File: config.mk
export PLATFORM = sky130hd
export DESIGN_NAME = l2_line_responder_flat
export DESIGN_NICKNAME = d
export VERILOG_FILES = /design/src/rtl/l2_line_responder_pkg.sv /design/src/rtl/l2_line_responder_if.sv /design/src/rtl/l2_line_responder_line_beat_shifter.sv /design/src/rtl/l2_line_responder.sv /design/src/flat_wrapper.sv
export SDC_FILE = /design/constraint.sdc
export NUM_CORES = 1
export LEC_CHECK = 0
export CAP_MARGIN = 20
export CORE_MARGIN = 1.5
export CORE_UTILIZATION = 45
export CTS_BUF_LIST = sky130_fd_sc_hd__clkbuf_4 sky130_fd_sc_hd__clkbuf_8 sky130_fd_sc_hd__clkbuf_16
export DETAILED_ROUTE_END_ITERATION = 8
export HOLD_SLACK_MARGIN = 0.06
export PLACE_DENSITY = 0.85
export RECOVER_POWER = 100
export SLEW_MARGIN = 40
export SYNTH_ARGS = -nofsm -noshare
export SYNTH_HDL_FRONTEND = slang
export SYNTH_SLANG_ARGS = --single-unit
File: constraint.sdc
create_clock -name clk -period 7.4 [get_ports clk]
set_input_delay 1.11 -clock clk [delete_from_list [all_inputs] [get_ports clk]]
set_output_delay 1.11 -clock clk [all_outputs]
set_load 0.01 [all_outputs]
File: src/rtl/l2_line_responder_pkg.sv
// Shared types and constants for the L2 line responder.
package l2_line_responder_pkg;

  localparam int LC3B_LINE_BITS        = 128;
  localparam int LC3B_LINE_OFFSET_BITS = 4;

  typedef enum logic [1:0] {
    IDLE  = 2'd0,
    BURST = 2'd1,
    RESP  = 2'd2
  } l2_resp_state_t;

  function automatic logic [15:0] line_align(input logic [15:0] addr, input int offset_bits);
    logic [15:0] mask;
    mask = 16'hFFFF << offset_bits;
    return addr & mask;
  endfunction

endpackage

File: src/rtl/l2_line_responder_if.sv
// Arbiter-to-L2 line request interface.
// Handshake: the arbiter raises read or write and holds address/wdata stable until it samples resp=1;
// resp is a single-cycle pulse, and rdata is valid in that cycle and held afterwards.
interface l2_line_responder_if;
  logic [15:0]                                       L2_mem_address;
  logic                                              L2_mem_read;
  logic                                              L2_mem_write;
  logic [l2_line_responder_pkg::LC3B_LINE_BITS-1:0] L2_mem_wdata;
  logic                                              L2_mem_resp;
  logic [l2_line_responder_pkg::LC3B_LINE_BITS-1:0] L2_mem_rdata;

  modport master (
    output L2_mem_address, L2_mem_read, L2_mem_write, L2_mem_wdata,
    input  L2_mem_resp, L2_mem_rdata
  );

  modport slave (
    input  L2_mem_address, L2_mem_read, L2_mem_write, L2_mem_wdata,
    output L2_mem_resp, L2_mem_rdata
  );
endinterface

File: src/rtl/l2_line_responder_line_beat_shifter.sv
// Line register with a beat counter: parallel load, beat output mux, beat capture, last-beat flag.
module l2_line_responder_line_beat_shifter #(
  parameter int BEAT_W = 32,
  parameter int LINE_W = 128
) (
  input  logic              clk,
  input  logic              rst_n,
  input  logic              load,
  input  logic [LINE_W-1:0] load_data,
  input  logic              beat_en,
  input  logic              capture,
  input  logic [BEAT_W-1:0] beat_in,
  output logic [BEAT_W-1:0] beat_out,
  output logic [LINE_W-1:0] line_next,
  output logic              done
);
  localparam int NBEATS = LINE_W / BEAT_W;
  localparam int CW     = (NBEATS > 1) ? $clog2(NBEATS) : 1;

  logic [LINE_W-1:0] line_q, line_d;
  logic [CW-1:0]     cnt_q, cnt_d;

  always_comb begin
    line_d = line_q;
    cnt_d  = cnt_q;
    if (load) begin
      line_d = load_data;
      cnt_d  = '0;
    end else if (beat_en) begin
      if (capture) line_d[int'(cnt_q)*BEAT_W +: BEAT_W] = beat_in;
      cnt_d = cnt_q + CW'(1);
    end
  end

  always_ff @(posedge clk or negedge rst_n) begin
    if (!rst_n) begin
      line_q <= '0;
      cnt_q  <= '0;
    end else begin
      line_q <= line_d;
      cnt_q  <= cnt_d;
    end
  end

  // line_next includes the beat landing on this edge, so the final line is usable at done.
  assign line_next = line_d;
  assign beat_out  = line_q[int'(cnt_q)*BEAT_W +: BEAT_W];
  assign done      = beat_en && (cnt_q == CW'(NBEATS - 1));
endmodule

File: src/rtl/l2_line_responder.sv
// Services one L2 line read/write over a beat-serial physical memory bus.
// Optional one-entry read line buffer enabled by defining L2_RESP_LINE_BUF_EN.
module l2_line_responder
  import l2_line_responder_pkg::*;
#(
  parameter int BEAT_W           = 32,
  parameter int LINE_OFFSET_BITS = LC3B_LINE_OFFSET_BITS
) (
  input  logic                     clk,
  input  logic                     rst_n,
  l2_line_responder_if.slave       l2,
  output logic [15:0]              pmem_address,
  output logic                     pmem_read,
  output logic                     pmem_write,
  output logic [BEAT_W-1:0]        pmem_wdata,
  input  logic [BEAT_W-1:0]        pmem_rdata,
  input  logic                     pmem_ready,
  output l2_resp_state_t           state_dbg
);
  localparam int LW = LC3B_LINE_BITS;

  l2_resp_state_t state_q, state_d;
  logic [15:0]    addr_q, addr_d;
  logic           is_write_q, is_write_d;
  logic [LW-1:0]  rdata_q, rdata_d;
  logic           pmem_read_q, pmem_read_d;
  logic           pmem_write_q, pmem_write_d;
  logic           resp_q, resp_d;

  logic           sh_load, sh_beat_en, sh_done;
  logic [LW-1:0]  sh_load_data, sh_line_next;

  logic           req_rd, req_wr, buf_hit;
  logic [15:0]    req_addr;
  logic [LW-1:0]  buf_data;

  // A simultaneous read and write is serviced as the write.
  assign req_wr   = l2.L2_mem_write;
  assign req_rd   = l2.L2_mem_read & ~l2.L2_mem_write;
  assign req_addr = line_align(l2.L2_mem_address, LINE_OFFSET_BITS);

  l2_line_responder_line_beat_shifter #(.BEAT_W(BEAT_W), .LINE_W(LW)) u_shifter (
    .clk       (clk),
    .rst_n     (rst_n),
    .load      (sh_load),
    .load_data (sh_load_data),
    .beat_en   (sh_beat_en),
    .capture   (~is_write_q),
    .beat_in   (pmem_rdata),
    .beat_out  (pmem_wdata),
    .line_next (sh_line_next),
    .done      (sh_done)
  );

`ifdef L2_RESP_LINE_BUF_EN
  logic          buf_valid_q, buf_valid_d;
  logic [15:0]   buf_tag_q, buf_tag_d;
  logic [LW-1:0] buf_data_q, buf_data_d;

  assign buf_hit  = (state_q == IDLE) && req_rd && buf_valid_q && (buf_tag_q == req_addr);
  assign buf_data = buf_data_q;

  always_comb begin
    buf_valid_d = buf_valid_q;
    buf_tag_d   = buf_tag_q;
    buf_data_d  = buf_data_q;
    if (state_q == IDLE && req_wr && buf_valid_q && buf_tag_q == req_addr)
      buf_data_d = l2.L2_mem_wdata;
    if (state_q == BURST && sh_done && !is_write_q) begin
      buf_valid_d = 1'b1;
      buf_tag_d   = addr_q;
      buf_data_d  = sh_line_next;
    end
  end

  always_ff @(posedge clk or negedge rst_n) begin
    if (!rst_n) begin
      buf_valid_q <= 1'b0;
      buf_tag_q   <= '0;
      buf_data_q  <= '0;
    end else begin
      buf_valid_q <= buf_valid_d;
      buf_tag_q   <= buf_tag_d;
      buf_data_q  <= buf_data_d;
    end
  end
`else
  assign buf_hit  = 1'b0;
  assign buf_data = '0;
`endif

  always_comb begin
    state_d      = state_q;
    addr_d       = addr_q;
    is_write_d   = is_write_q;
    rdata_d      = rdata_q;
    pmem_read_d  = pmem_read_q;
    pmem_write_d = pmem_write_q;
    resp_d       = 1'b0;
    sh_load      = 1'b0;
    sh_load_data = '0;
    sh_beat_en   = 1'b0;
    unique case (state_q)
      IDLE: begin
        if (buf_hit) begin
          rdata_d = buf_data;
          resp_d  = 1'b1;
          state_d = RESP;
        end else if (req_rd || req_wr) begin
          addr_d       = req_addr;
          is_write_d   = req_wr;
          sh_load      = 1'b1;
          sh_load_data = req_wr ? l2.L2_mem_wdata : '0;
          pmem_read_d  = req_rd;
          pmem_write_d = req_wr;
          state_d      = BURST;
        end
      end
      BURST: begin
        sh_beat_en = pmem_ready;
        if (sh_done) begin
          pmem_read_d  = 1'b0;
          pmem_write_d = 1'b0;
          resp_d       = 1'b1;
          state_d      = RESP;
          if (!is_write_q) rdata_d = sh_line_next;
        end
      end
      RESP:    state_d = IDLE;
      default: state_d = IDLE;
    endcase
  end

  always_ff @(posedge clk or negedge rst_n) begin
    if (!rst_n) begin
      state_q      <= IDLE;
      addr_q       <= '0;
      is_write_q   <= 1'b0;
      rdata_q      <= '0;
      pmem_read_q  <= 1'b0;
      pmem_write_q <= 1'b0;
      resp_q       <= 1'b0;
    end else begin
      state_q      <= state_d;
      addr_q       <= addr_d;
      is_write_q   <= is_write_d;
      rdata_q      <= rdata_d;
      pmem_read_q  <= pmem_read_d;
      pmem_write_q <= pmem_write_d;
      resp_q       <= resp_d;
    end
  end

  assign l2.L2_mem_resp  = resp_q;
  assign l2.L2_mem_rdata = rdata_q;
  assign pmem_address    = addr_q;
  assign pmem_read       = pmem_read_q;
  assign pmem_write      = pmem_write_q;
  assign state_dbg       = state_q;

`ifndef SYNTHESIS
  always @(posedge clk) begin
    if (rst_n && state_q == IDLE)
      assert (!(l2.L2_mem_read && l2.L2_mem_write))
        else $warning("l2_line_responder: read and write requested together, servicing the write");
  end
`endif
endmodule

File: src/flat_wrapper.sv
// flat-port wrapper written by rule: the top's interface ports become plain ports
module l2_line_responder_flat import l2_line_responder_pkg::*;
#(
  parameter int BEAT_W           = 32,
  parameter int LINE_OFFSET_BITS = LC3B_LINE_OFFSET_BITS
)
  (clk, rst_n, pmem_address, pmem_read, pmem_write, pmem_wdata, pmem_rdata, pmem_ready, state_dbg, l2_L2_mem_address, l2_L2_mem_read, l2_L2_mem_write, l2_L2_mem_wdata, l2_L2_mem_resp, l2_L2_mem_rdata);
  l2_line_responder_if l2_i ();
  input  logic clk;
  input  logic rst_n;
  output logic [15:0] pmem_address;
  output logic pmem_read;
  output logic pmem_write;
  output logic [BEAT_W-1:0] pmem_wdata;
  input  logic [BEAT_W-1:0] pmem_rdata;
  input  logic pmem_ready;
  output l2_resp_state_t state_dbg;
  input wire logic [$bits(l2_i.L2_mem_address)-1:0] l2_L2_mem_address;
  input wire logic [$bits(l2_i.L2_mem_read)-1:0] l2_L2_mem_read;
  input wire logic [$bits(l2_i.L2_mem_write)-1:0] l2_L2_mem_write;
  input wire logic [$bits(l2_i.L2_mem_wdata)-1:0] l2_L2_mem_wdata;
  output wire logic [$bits(l2_i.L2_mem_resp)-1:0] l2_L2_mem_resp;
  output wire logic [$bits(l2_i.L2_mem_rdata)-1:0] l2_L2_mem_rdata;
  assign l2_i.L2_mem_address = l2_L2_mem_address;
  assign l2_i.L2_mem_read = l2_L2_mem_read;
  assign l2_i.L2_mem_write = l2_L2_mem_write;
  assign l2_i.L2_mem_wdata = l2_L2_mem_wdata;
  assign l2_L2_mem_resp = l2_i.L2_mem_resp;
  assign l2_L2_mem_rdata = l2_i.L2_mem_rdata;
  l2_line_responder #(.BEAT_W(BEAT_W), .LINE_OFFSET_BITS(LINE_OFFSET_BITS)) u_core (.clk(clk), .rst_n(rst_n), .l2(l2_i), .pmem_address(pmem_address), .pmem_read(pmem_read), .pmem_write(pmem_write), .pmem_wdata(pmem_wdata), .pmem_rdata(pmem_rdata), .pmem_ready(pmem_ready), .state_dbg(state_dbg));
endmodule
# Word-level counts from Yosys, hierarchy flattened
# Cells that the tools add are included.
# W data, S select, Z words.
[word_totals] elab_cells=52 out_inout_bits=181 regBits=276
[op_classes] shifts=3 n_mux=22 bitwise=3 n_eq_ne=4 n_addsub=2 n_reduce_logical=9
[ops] op="$mux W128" n=6
[ops] op="$bwmux W128" n=1
[ops] op="$shift A32 B33 Y128 const A" n=1
[ops] op="$shiftx A128 B8 Y32" n=1
[ops] op="$shiftx A32 B33 Y128" n=1
[ops] op="$neg A7 Y33" n=1
[ops] op="$mux W1" n=8
[ops] op="$mux W2" n=4
[ops] op="$reduce_and A3 Y1" n=2
[ops] op="$ne A2 B1 Y1 const B" n=2
[ops] op="$pmux W1 S2" n=2
[ops] op="$pmux W2 S2" n=1
[ops] op="$reduce_and A2 Y1" n=2
[ops] op="$reduce_bool A2 Y1" n=2
[ops] op="$add A2 B1 Y2 const B" n=1
[ops] op="$eq A2 B1 Y1 const B" n=1
[ops] op="$eq A2 B2 Y1 const B" n=1
[ops] op="$logic_not A2 Y1" n=1
[ops] op="$not A1 Y1" n=2
[ops] op="$and A1 B1 Y1" n=1
[ops] op="$logic_and A1 B1 Y1" n=1
[ops] op="$logic_or A1 B1 Y1" n=1

# Longest topological paths before layout
# Gate-level depths: netlist of the first run.
[logic_depth] word_depth=6 depth_mapped=11 depth_no_buf=6

# Cells and area by module
# A second synthesis of the first run with hierarchy kept.
[hier_totals] cells_unflattened=1195 area_unflattened_um2=14341.3
[modules_own_cells] module="l2_line_responder_line_beat_shifter" instances=1 cells_each=725 area_each_um2=7379.6 seq_area_each_um2=3253.1
[modules_own_cells] module="l2_line_responder" instances=1 cells_each=470 area_each_um2=6961.7 seq_area_each_um2=3653.5

# Least setup slack after synthesis of the first run
# No wires, ideal clock.
[synth_timing] path_type="flip-flop to output port" from="register u_core.u_shifter.cnt_q[0]" to="output port pmem_wdata[0]" arrival_ns=1.446 path_buffers=2 stages_incl_launch_ff=4 required_ns=6.290 setup_slack_ns=4.844 cell_sequence="dfrtp_1 buf_2 buf_2 mux4_2"
[synth_via] elab_chain_cells=1
[synth_rtl] item="start, declared" line="l2_line_responder_line_beat_shifter.sv:21" rtl="logic [CW-1:0] cnt_q, cnt_d;"
[synth_rtl] item="start signal, assigned" line="l2_line_responder_line_beat_shifter.sv:41" rtl="cnt_q <= cnt_d;"
[synth_rtl] item="$shiftx A128 B8 Y32" line="l2_line_responder_line_beat_shifter.sv:47" rtl="assign beat_out = line_q[int'(cnt_q)*BEAT_W +: BEAT_W];"
[synth_rtl] item="end, declared" line="flat_wrapper.sv:14" rtl="output logic [BEAT_W-1:0] pmem_wdata;"
# Every way passes these cells.

# Worst setup path in the final report of the first run
[layout_timing] from="register u_core.u_shifter.cnt_q[1]" to="register u_core.rdata_q[4], in the netlist u_core.l2.L2_mem_rdata[4]"
[layout_via] elab_chain_cells=6 elab_cells_between_ends=10 cone_classes="1 x add/sub; 1 x eq/ne; 2 x shift; 4 x mux; 2 x reduce/logical"
[layout_rtl] item="$neg A7 Y33" line="l2_line_responder_line_beat_shifter.sv:30" rtl="if (capture) line_d[int'(cnt_q)*BEAT_W +: BEAT_W] = beat_in;"
[layout_rtl] item="$shiftx A32 B33 Y128 or $shift A32 B33 Y128 (tied branches)" line="l2_line_responder_line_beat_shifter.sv:30"
[layout_rtl] item="$bwmux W128" line="l2_line_responder_line_beat_shifter.sv:30"
[layout_rtl] item="$mux W128" line="l2_line_responder_line_beat_shifter.sv:30"
[layout_rtl] item="$mux W128" line="l2_line_responder_line_beat_shifter.sv:29" rtl="end else if (beat_en) begin"
[layout_rtl] item="$mux W128" line="l2_line_responder_line_beat_shifter.sv:26" rtl="if (load) begin"
[layout_rtl] item="end signal, assigned" line="l2_line_responder.sv:147" rtl="rdata_q <= rdata_d;"
[layout_rtl] item="end, declared" line="l2_line_responder.sv:25" rtl="logic [LW-1:0] rdata_q, rdata_d;"
# Several ways; a longest one is shown, not always the timed one.
# A chain may end at the register's enable or synchronous reset.

==> results of run 1 <==
## synth_stat cells (2+ instances only)
cell / n / area share
a21oi_1: 2 / 0.00075
a32oi_1: 32 / 0.021
nand4_1: 96 / 0.045
nand2_1: 104 / 0.029
ha_1: 5 / 0.0047
buf_6: 7 / 0.0059
and2_4: 3 / 0.0020
buf_2: 46 / 0.017
a22o_1: 126 / 0.082
mux4_2: 32 / 0.054
a21o_1: 3 / 0.0017
o21ai_1: 99 / 0.037
mux2_2: 96 / 0.081
dfrtp_1: 276 / 0.52
buf_1: 2 / 0.00056
buf_4: 14 / 0.0078
inv_1: 101 / 0.028
o21ai_0: 91 / 0.034
a2111oi_2: 2 / 0.0022
nor4bb_1: 2 / 0.0015
clkbuf_1: 58 / 0.016
nor2_1: 8 / 0.0022
## cells in the final DEF (no fill, tap or decap), types with 2 or more instances in the layout
| master | instances |
|---|---|
| a2111oi_0 | 2 |
| o21ai_0 | 176 |
| clkbuf_8 | 4 |
| clkbuf_16 | 31 |
| nor2_1 | 8 |
| mux2_2 | 95 |
| clkbuf_4 | 8 |
| mux4_2 | 32 |
| o21ai_1 | 14 |
| nand4_1 | 96 |
| bufinv_16 | 4 |
| dlygate4sd3_1 | 178 |
| ha_4 | 2 |
| clkdlybuf4s50_1 | 174 |
| clkinvlp_4 | 2 |
| ha_1 | 3 |
| a32oi_1 | 32 |
| nor4bb_4 | 2 |
| and2_4 | 3 |
| buf_4 | 8 |
| conb_1 | 4 |
| clkinv_2 | 5 |
| clkbuf_1 | 7 |
| dfrtp_1 | 274 |
| a22o_1 | 126 |
| a21o_1 | 3 |
| inv_1 | 101 |
| a21oi_1 | 2 |
| buf_12 | 4 |
| buf_6 | 3 |
| nand2_1 | 104 |
## cells by family after synthesis
kind of cell,Yosys count
compound gates,360
xor+xnor,1
fa+ha+maj,5
buf+inv,228
flops,276
mux,129
other cells,1
simple gates,221
## worst max-delay path, delay by kind of cell (launching register included)
family	cells	cell delay, ns
DFF	1	1.22
AOI/OAI and AO/OA	1	0.26
muxes	1	0.21
adders and majority gates	1	1.57
and+or+nand+nor	2	0.84
buffers and inverters	3	1.26
## power breakdown
| group | total [W] | internal [W] | switching, W |
|---|---|---|---|
| Sequential | 0.00251 | 0.00209 | 0.000423 |
| Clock | 0.00159 | 0.000974 | 0.000620 |
| Combinational | 0.00316 | 0.00151 | 0.00164 |
## routing by layer
metal,track usage,wire length (um),vias to the layer above
met3,0.05736,4266,146
met5,0,0,-
met1,0.3608,16580,5826
met4,0.1289,1952,0
li1,-,-,5045
met2,0.4790,21790,831
## metrics by stage
| stage | total power [W] | hold WS [ns] | utilization | cells | setup WS (ns) |
|---|---|---|---|---|---|
| 3_5_place_dp | 0.005837 | 0.4661 | 0.5895 | 1856 | 3.689 |
| 2_1_floorplan | 0.004227 | 0.5139 | - | 1224 | 4.844 |
| 4_1_cts | 0.007469 | 0.4823 | 0.6260 | 1911 | 3.584 |
| 5_1_grt | 0.007618 | 0.5021 | 0.6239 | 1911 | 1.833 |
| 3_3_place_gp | 0.005673 | 0.4594 | 0.5852 | 1849 | 3.309 |
| 6_report | 0.007263 | 0.4739 | 0.6239 | 1911 | 1.961 |
## worst max path at each step
stage | start | endpoint | slack [ns] | depth (start not counted)
detailed placement | pmem_ready | u_core.l2.L2_mem_rdata[32] | 3.69 | 6
finish | u_core.u_shifter.cnt_q[1] | u_core.l2.L2_mem_rdata[4] | 1.96 | 8
CTS | u_core.u_shifter.cnt_q[0] | pmem_wdata[16] | 3.58 | 3
global route | u_core.u_shifter.cnt_q[1] | u_core.l2.L2_mem_rdata[10] | 1.83 | 8
floorplan | u_core.u_shifter.cnt_q[0] | pmem_wdata[0] | 4.84 | 3
global placement | u_core.u_shifter.cnt_q[0] | u_core.l2.L2_mem_rdata[79] | 3.31 | 7
## cell type report
type | instances | area, sq um | share of cell area
Timing Repair Buffer | 375 | 3729 | 0.2060
Tap cell | 384 | 480.5 | 0.02654
Clock buffer | 43 | 890.9 | 0.04921
Sequential cell | 276 | 6912 | 0.3818
Clock inverter | 12 | 168.9 | 0.009331
Inverter | 101 | 379.1 | 0.02094
Multi-Input combinational cell | 720 | 5543 | 0.3062
## registers in the layout, summed over array words and instances, names as in the netlist
signal / cells
u_core.u_shifter.cnt_q: 2
u_core.l2.L2_mem_resp: 1
u_core.pmem_address: 12
u_core.is_write_q: 1
u_core.state_dbg: 2
u_core.pmem_write: 1
u_core.l2.L2_mem_rdata: 128
u_core.pmem_read: 1
u_core.u_shifter.line_q: 128
==> flow_summary.ini, run 1 <==
[timing]
maxSlewViolCount = 359
fmax_mhz = 183.9
slew_headroom = -1.910
hold_viol_final = 0
final.min_clock_period_ns = 5.439
clock_skew_ns = 0.01010
setup_tns_ns = 0
max_slew.worst_pin.slew_ns = 4.365
min_period_over_period = 0.7350
setup_viol = 0
rsz0062_at_grt = no

[critical_path]
r2r_slack_ns = 1.96
r2r_cells = 8
cp_max_fo = 38
cp-start-kind = flop
cp-end-kind = flop
cpPeakStageDelay_ns = 1.57
r2r-end = u_core.l2.L2_mem_rdata[4]
arrival_ns = 5.92
slowest_stage = ha_1
timing.rr.start = u_core.u_shifter.cnt_q[1]
crit_chain = inv_1, ha_1, nor4bb_4, clkbuf_1, buf_4, nand4_1, o21ai_0, mux2_2
worstSetupPathType = reg -> reg
crit_required_ns = 7.88

[yosys]
synthMuxAreaShare = 0.1353
synth_xor_area_frac = 0.0006540
synth_area_sq_um = 13390
synth-edff-count = 0
ys_types = 38
syn_avg_cell_area_sq_um = 10.97
ys_ff_latch = 276
synthFlopType = dfrtp_1
ys_seq_area_frac = 0.5157
ys_warn_count = 0
post_synth_and_or_nand_nor_area_fraction = 0.08530
synth-compound-area-share = 0.1820
ys_async_sr_fraction = 1.000
synth_top_family_by_area = compound AO/OA/AOI/OAI gates
synthAdderAreaFrac = 0.004672
synthesis.instances = 1221

[route]
dr_total_vias = 11850
wl_um = 44580
ant_nets = 0
wl_per_cell_um = 23.33
firstDrtPassIters = 6
remaining_drc_errors = 0
detail_route.vias_per_cell = 6.200
drt_iter0_drc = 1531

[worst_hold_path]
holdPathStages = 2
hold_end = u_core.l2.L2_mem_rdata[113]
min-delay-start = u_core.l2.L2_mem_rdata[113]
worstHoldPathType = reg -> reg

[power]
ir_worst_vdd_uv = 220.7
power_density_nw_per_um2 = 401.2
p_leak_nw = 8.167

[global_route]
antenna_found_initial = 0
grt_pass1_vias = 12110
track_usage = 0.2866
grt_start_max_net_pins = 129
grt_pass1_wl_um = 69140
overflow = 0

[die]
coreArea_sq_um = 29010
pin_count = 362
die_h_um = 175.5
die_w_um = 175.5
dieArea_sq_um = 30800
initial_core_util = 0.4616
rows = 62

[clock_network]
cts-resized-gates = 0
cts_tree = done
cts-root-buf = clkbuf_16
cts_max_path_buffers = 3
cts_setup_buffers = 0
cts_htree_levels = 1
clkSinkCount = 276
hold_buffers = 0
numCtsBuffers = 30
cts.clk_slew.worst_paths_ns = 0.06
insertion_delay_ns = 0.55

[placement]
dp_hpwl_um = 28240
port_buffers = 353
dpl_cell_area_sq_um = 17100
place_congestion = 0.8111

[job]
maxCapViolations = 7

[cells_and_area]
insertedDiodeCount = 0
syn2layout_area_growth_pct = 35.18
nets = 1690
drive_gt1_frac = 0.1388
design_area_sq_um = 18100
n_fill_cell = 2226

[outcome]
violations = capacitance limit, slew limit
outcome = finished with violations
Power figures use the tool's default switching activity.
==> inputs of run 2 (changes only) <==
==> constraint.sdc (replaced) <==
create_clock -name clk -period 5.7 [get_ports clk]
set_input_delay 0.855 -clock clk [delete_from_list [all_inputs] [get_ports clk]]
set_output_delay 0.855 -clock clk [all_outputs]
set_load 0.01 [all_outputs]
==> run 2 against run 1 <==
The run still ends with capacitance limit, slew limit left. Sequential power is 28% higher. Die area unchanged. Wire length increased by 0.81%. Cell area about the same. Sequential share of layout area about the same. Combinational power rose by 32%. Register-to-register slack got worse by 0.65 ns. Worst hold slack worse by 0.20 ns. Critical endpoint is now u_core.l2.L2_mem_rdata[46].
==> flow_summary.ini, run 2 (same netlist as run 1, synthesis figures left out) <==
[critical_path]
r2r-end = u_core.l2.L2_mem_rdata[46]
cp-start-kind = flop
arrival_ns = 4.80
r2r_cells = 5
slowest_stage = dfrtp_1
timing.rr.start = u_core.u_shifter.cnt_q[1]
crit_chain = ha_1, nand4b_1, nor2_4, clkbuf_2, mux2_2
worstSetupPathType = reg -> reg
cp_max_fo = 36
cp-end-kind = flop
r2r_slack_ns = 1.32
crit_required_ns = 6.12
cpPeakStageDelay_ns = 1.80

[job]
maxCapViolations = 3

[die]
die_h_um = 175.5
coreArea_sq_um = 29010
die_w_um = 175.5
dieArea_sq_um = 30800
rows = 62
pin_count = 362
initial_core_util = 0.4616

[timing]
min_period_over_period = 0.7692
whs_ns = 0.2745
maxSlewViolCount = 116
rsz0062_at_grt = no
clock_skew_ns = 0.007919
slew_headroom = -0.8503
max_slew.worst_pin.slew_ns = 2.774
fmax_mhz = 228.1
final.min_clock_period_ns = 4.384
hold_viol_final = 0
setup_tns_ns = 0
setup_viol = 0

[global_route]
antenna_found_initial = 0
overflow = 0
grt_start_max_net_pins = 141
grt_pass1_wl_um = 69320
track_usage = 0.2880
grt_pass1_vias = 12130

[worst_hold_path]
worstHoldPathType = in -> async

[route]
ant_nets = 0
remaining_drc_errors = 0
firstDrtPassIters = 6
met1_length_um = 16900
top_layer = met4
dr_total_vias = 11740
wl_um = 44940
detail_route.vias_per_cell = 6.155
met2_length_um = 21700
wl_per_cell_um = 23.55
drt_iter0_drc = 1344
met3_length_um = 4035

[clock_network]
clkSinkCount = 276
cts_setup_buffers = 0
cts_max_path_buffers = 3
hold_buffers = 0
insertion_delay_ns = 0.54
cts.clk_slew.worst_paths_ns = 0.06
cts-resized-gates = 0
cts_tree = done
cts_htree_levels = 1
numCtsBuffers = 29
cts-root-buf = clkbuf_16

[cells_and_area]
n_fill_cell = 2250
final_common_cell = dfrtp_1
insertedDiodeCount = 0
syn2layout_area_growth_pct = 35.17
drive_gt1_frac = 0.1404
most-common-layout-cells = dfrtp_1 (274), dlygate4sd3_1 (178), clkdlybuf4s50_1 (174), o21ai_0 (172), a22o_1 (126)
nets = 1688
final_cells = 1908

[placement]
placedCellCount = 1855
place_congestion = 0.7965
port_buffers = 353
dp_hpwl_um = 28190

[power]
power_w = 0.009358
ir_worst_vdd_uv = 337.1
power_density_nw_per_um2 = 517.0
p_leak_nw = 8.146

[outcome]
violations = capacitance limit, slew limit
outcome = finished with violations
-- run 2: cell count changes in the layout (fill, tap and decap cells not counted), sizes merged --
cell      change
clkbuf       -16
buf           +5
clkinv        +4
clkinvlp      +4
-- run 2: worst max-delay path: cells and delay by family, from the launching register on --
family	cells	cell delay [ns]
adders and majority gates	1	0.37
and+or+nand+nor	2	0.72
muxes	1	0.43
DFF	1	1.80
buffers and inverters	1	0.90
-- run 2: worst max path at each step --
stage	startpoint	endpoint	slack, ns	cells past startpoint
floorplan	u_core.u_shifter.cnt_q[1]	u_core.u_shifter.line_q[100]	3.26	10
global placement	u_core.u_shifter.cnt_q[0]	u_core.l2.L2_mem_rdata[54]	2.07	6
detailed placement	pmem_ready	u_core.l2.L2_mem_rdata[0]	2.21	6
CTS	u_core.u_shifter.cnt_q[0]	pmem_wdata[16]	2.15	4
global route	u_core.u_shifter.cnt_q[1]	u_core.l2.L2_mem_rdata[76]	1.24	5
finish	u_core.u_shifter.cnt_q[1]	u_core.l2.L2_mem_rdata[46]	1.32	5
-- run 2: cell type report --
class | count | area, sq um | share of cell area
multi-input combinational | 720 | 5538 | 0.3059
timing repair buffer | 374 | 3801 | 0.2100
tap | 384 | 480.5 | 0.02654
clock buffer | 33 | 768.2 | 0.04244
inverter | 101 | 379.1 | 0.02094
clock inverter | 20 | 222.7 | 0.01230
sequential | 276 | 6912 | 0.3818
-- run 2: metrics by stage --
step	util	cell area [sq um]	setup WS, ns
global route	0.6239	18100	1.237
detailed placement	0.5913	17160	2.214
global placement	0.5870	17030	2.073
finish	0.6239	18100	1.316
floorplan	-	13400	3.265
CTS	0.6255	18150	2.145
-- run 2: per-layer routing --
layer,GRT usage,vias up
met3,0.06017,160
met1,0.3623,5813
met4,0.1467,0
li1,-,5024
met5,0,-
met2,0.4716,746
-- run 2: report_power, final --
| part | internal [W] | leakage, nW | switching (W) |
|---|---|---|---|
| clock network | 0.00115 | 0.478 | 0.000815 |
| registers | 0.00271 | 3.64 | 0.000500 |
| logic | 0.00200 | 4.03 | 0.00218 |
==> inputs of run 3 (changes only) <==
==> constraint.sdc (replaced) <==
create_clock -name clk -period 4.48 [get_ports clk]
set_input_delay 0.672 -clock clk [delete_from_list [all_inputs] [get_ports clk]]
set_output_delay 0.672 -clock clk [all_outputs]
set_load 0.01 [all_outputs]
==> run 3 against run 2 <==
The flow still finishes with violations (capacitance limit, slew limit). Clock power up 26%. Critical endpoint is now u_core.u_shifter.line_q[97]. Largest power group unchanged. Sequential share of layout area up 0.073 points. Flip-flop and latch count unchanged. Non-clock buffer count up 14. Maximum frequency up 11%. Worst setup slack worse by 0.79 ns. Global-route usage up 0.38 points. Wire length up 1.7%. Via count up 2.1%. Final cell count up 0.47%.
==> flow_summary.ini, run 3 (same netlist as run 1, synthesis figures left out) <==
[outcome]
outcome = finished with violations
violations = capacitance limit, slew limit

[timing]
hold_viol_final = 0
setup_viol = 0
final.min_clock_period_ns = 3.953
slew_headroom = -0.6373
setup_tns_ns = 0
max_slew.worst_pin.slew_ns = 2.456
fmax_mhz = 253.0
clock_skew_ns = 0.008703
rsz0062_at_grt = no
maxSlewViolCount = 273
min_period_over_period = 0.8823

[route]
drt_iter0_drc = 1182
remaining_drc_errors = 0
ant_nets = 0
detail_route.vias_per_cell = 6.253
wl_per_cell_um = 23.83
firstDrtPassIters = 6
dr_total_vias = 11990
wl_um = 45690

[critical_path]
r2r_cells = 7
cp-end-kind = flop
crit_required_ns = 4.91
timing.rr.start = u_core.u_shifter.cnt_q[0]
arrival_ns = 4.38
worstSetupPathType = reg -> reg
cp-start-kind = flop
cp_max_fo = 43
cp-startpoint = u_core.u_shifter.cnt_q[0]

[global_route]
grt_pass1_wl_um = 70240
top_usage_layer = met2
antenna_found_initial = 0
overflow = 0
use_met2 = 0.4964
track_usage = 0.2918
grt_pass1_vias = 12510
gr-usage-met3 = 0.05325
grt_start_max_net_pins = 82
met1_usage = 0.3553

[die]
rows = 62
pin_count = 362
dieArea_sq_um = 30800
initial_core_util = 0.4616
die_w_um = 175.5
die_h_um = 175.5
coreArea_sq_um = 29010

[placement]
place_congestion = 0.8211
dpl_cell_area_sq_um = 17200
dp_hpwl_um = 29330
port_buffers = 353

[cells_and_area]
final_common_cell = dfrtp_1
most-common-layout-cells = dfrtp_1 (273), clkdlybuf4s50_1 (183), dlygate4sd3_1 (170), a22o_1 (126), o21ai_0 (106)
nets = 1702
design_area_sq_um = 18070
drive_gt1_frac = 0.1435
insertedDiodeCount = 0
syn2layout_area_growth_pct = 34.93

[clock_network]
cts_tree = done
cts.clk_slew.worst_paths_ns = 0.06
cts_htree_levels = 1
clkSinkCount = 276
cts-root-buf = clkbuf_16
numCtsBuffers = 29
insertion_delay_ns = 0.54
cts_max_path_buffers = 3

[worst_hold_path]
min-delay-start = u_core.pmem_address[12]
holdPathStages = 2
worstHoldPathType = reg -> reg

[power]
p_leak_nw = 8.163
ir_worst_vdd_uv = 373.0
power_density_nw_per_um2 = 661.3

[job]
maxCapViolations = 5
run 3: what timing repair did:
action	in CTS	in global routing
endpoints found under the hold margin	11	0
hold buffers	1	0
resized for setup	0	0
setup buffers	0	0
run 3: final timing paths:
kind                                                     to  slack, ns
worst max-delay path            u_core.u_shifter.line_q[97]       0.53
worst min-delay path                u_core.pmem_address[12]       0.48
worst max register to register  u_core.u_shifter.line_q[97]       0.53
worst min register to register      u_core.pmem_address[12]       0.48
max in group asynchronous                 u_core.is_write_q       0.98
min in group asynchronous       u_core.u_shifter.line_q[57]       0.62
run 3: area by class of cell:
cell class / instances / area [sq um]
Clock buffer: 38 / 818.3
Sequential cell: 276 / 6913
Tap cell: 384 / 480.5
Clock inverter: 10 / 152.6
Fill cell: 2220 / 10940
Timing Repair Buffer: 388 / 3809
Inverter: 101 / 379.1
Multi-Input combinational cell: 720 / 5518
run 3: layer usage:
layer / up-vias / part of all wire
met5: - / 0
met4: 0 / 0.052
met3: 170 / 0.091
met2: 836 / 0.49
met1: 5921 / 0.37
li1: 5060 / -
run 3: where the power goes:
group | internal [W] | switching (W)
Sequential | 0.00346 | 0.000682
Combinational | 0.00254 | 0.00279
Clock | 0.00150 | 0.000986
Total | 0.00749 | 0.00446
run 3: metrics by stage:
step | setup slack [ns] | power, W | util | hold slack [ns] | std cells
floorplan | 2.045 | 0.006982 | - | 0.3764 | 1224
global placement | 1.484 | 0.009472 | 0.5918 | 0.4603 | 1866
detailed placement | 1.469 | 0.009682 | 0.5929 | 0.4642 | 1867
CTS | 0.8838 | 0.01223 | 0.6267 | 0.4794 | 1916
global route | 0.4056 | 0.01250 | 0.6228 | 0.4997 | 1917
finish | 0.5273 | 0.01195 | 0.6228 | 0.4752 | 1917
run 3: critical path, stage by stage (launching register included):
cell and delay, ns:
dfrtp_4 0.67, ha_1 0.29, nand4b_1 0.12, clkbuf_1 0.89, or2_4 0.56, clkbuf_2 0.75
o21ai_0 0.25, a22o_1 0.24
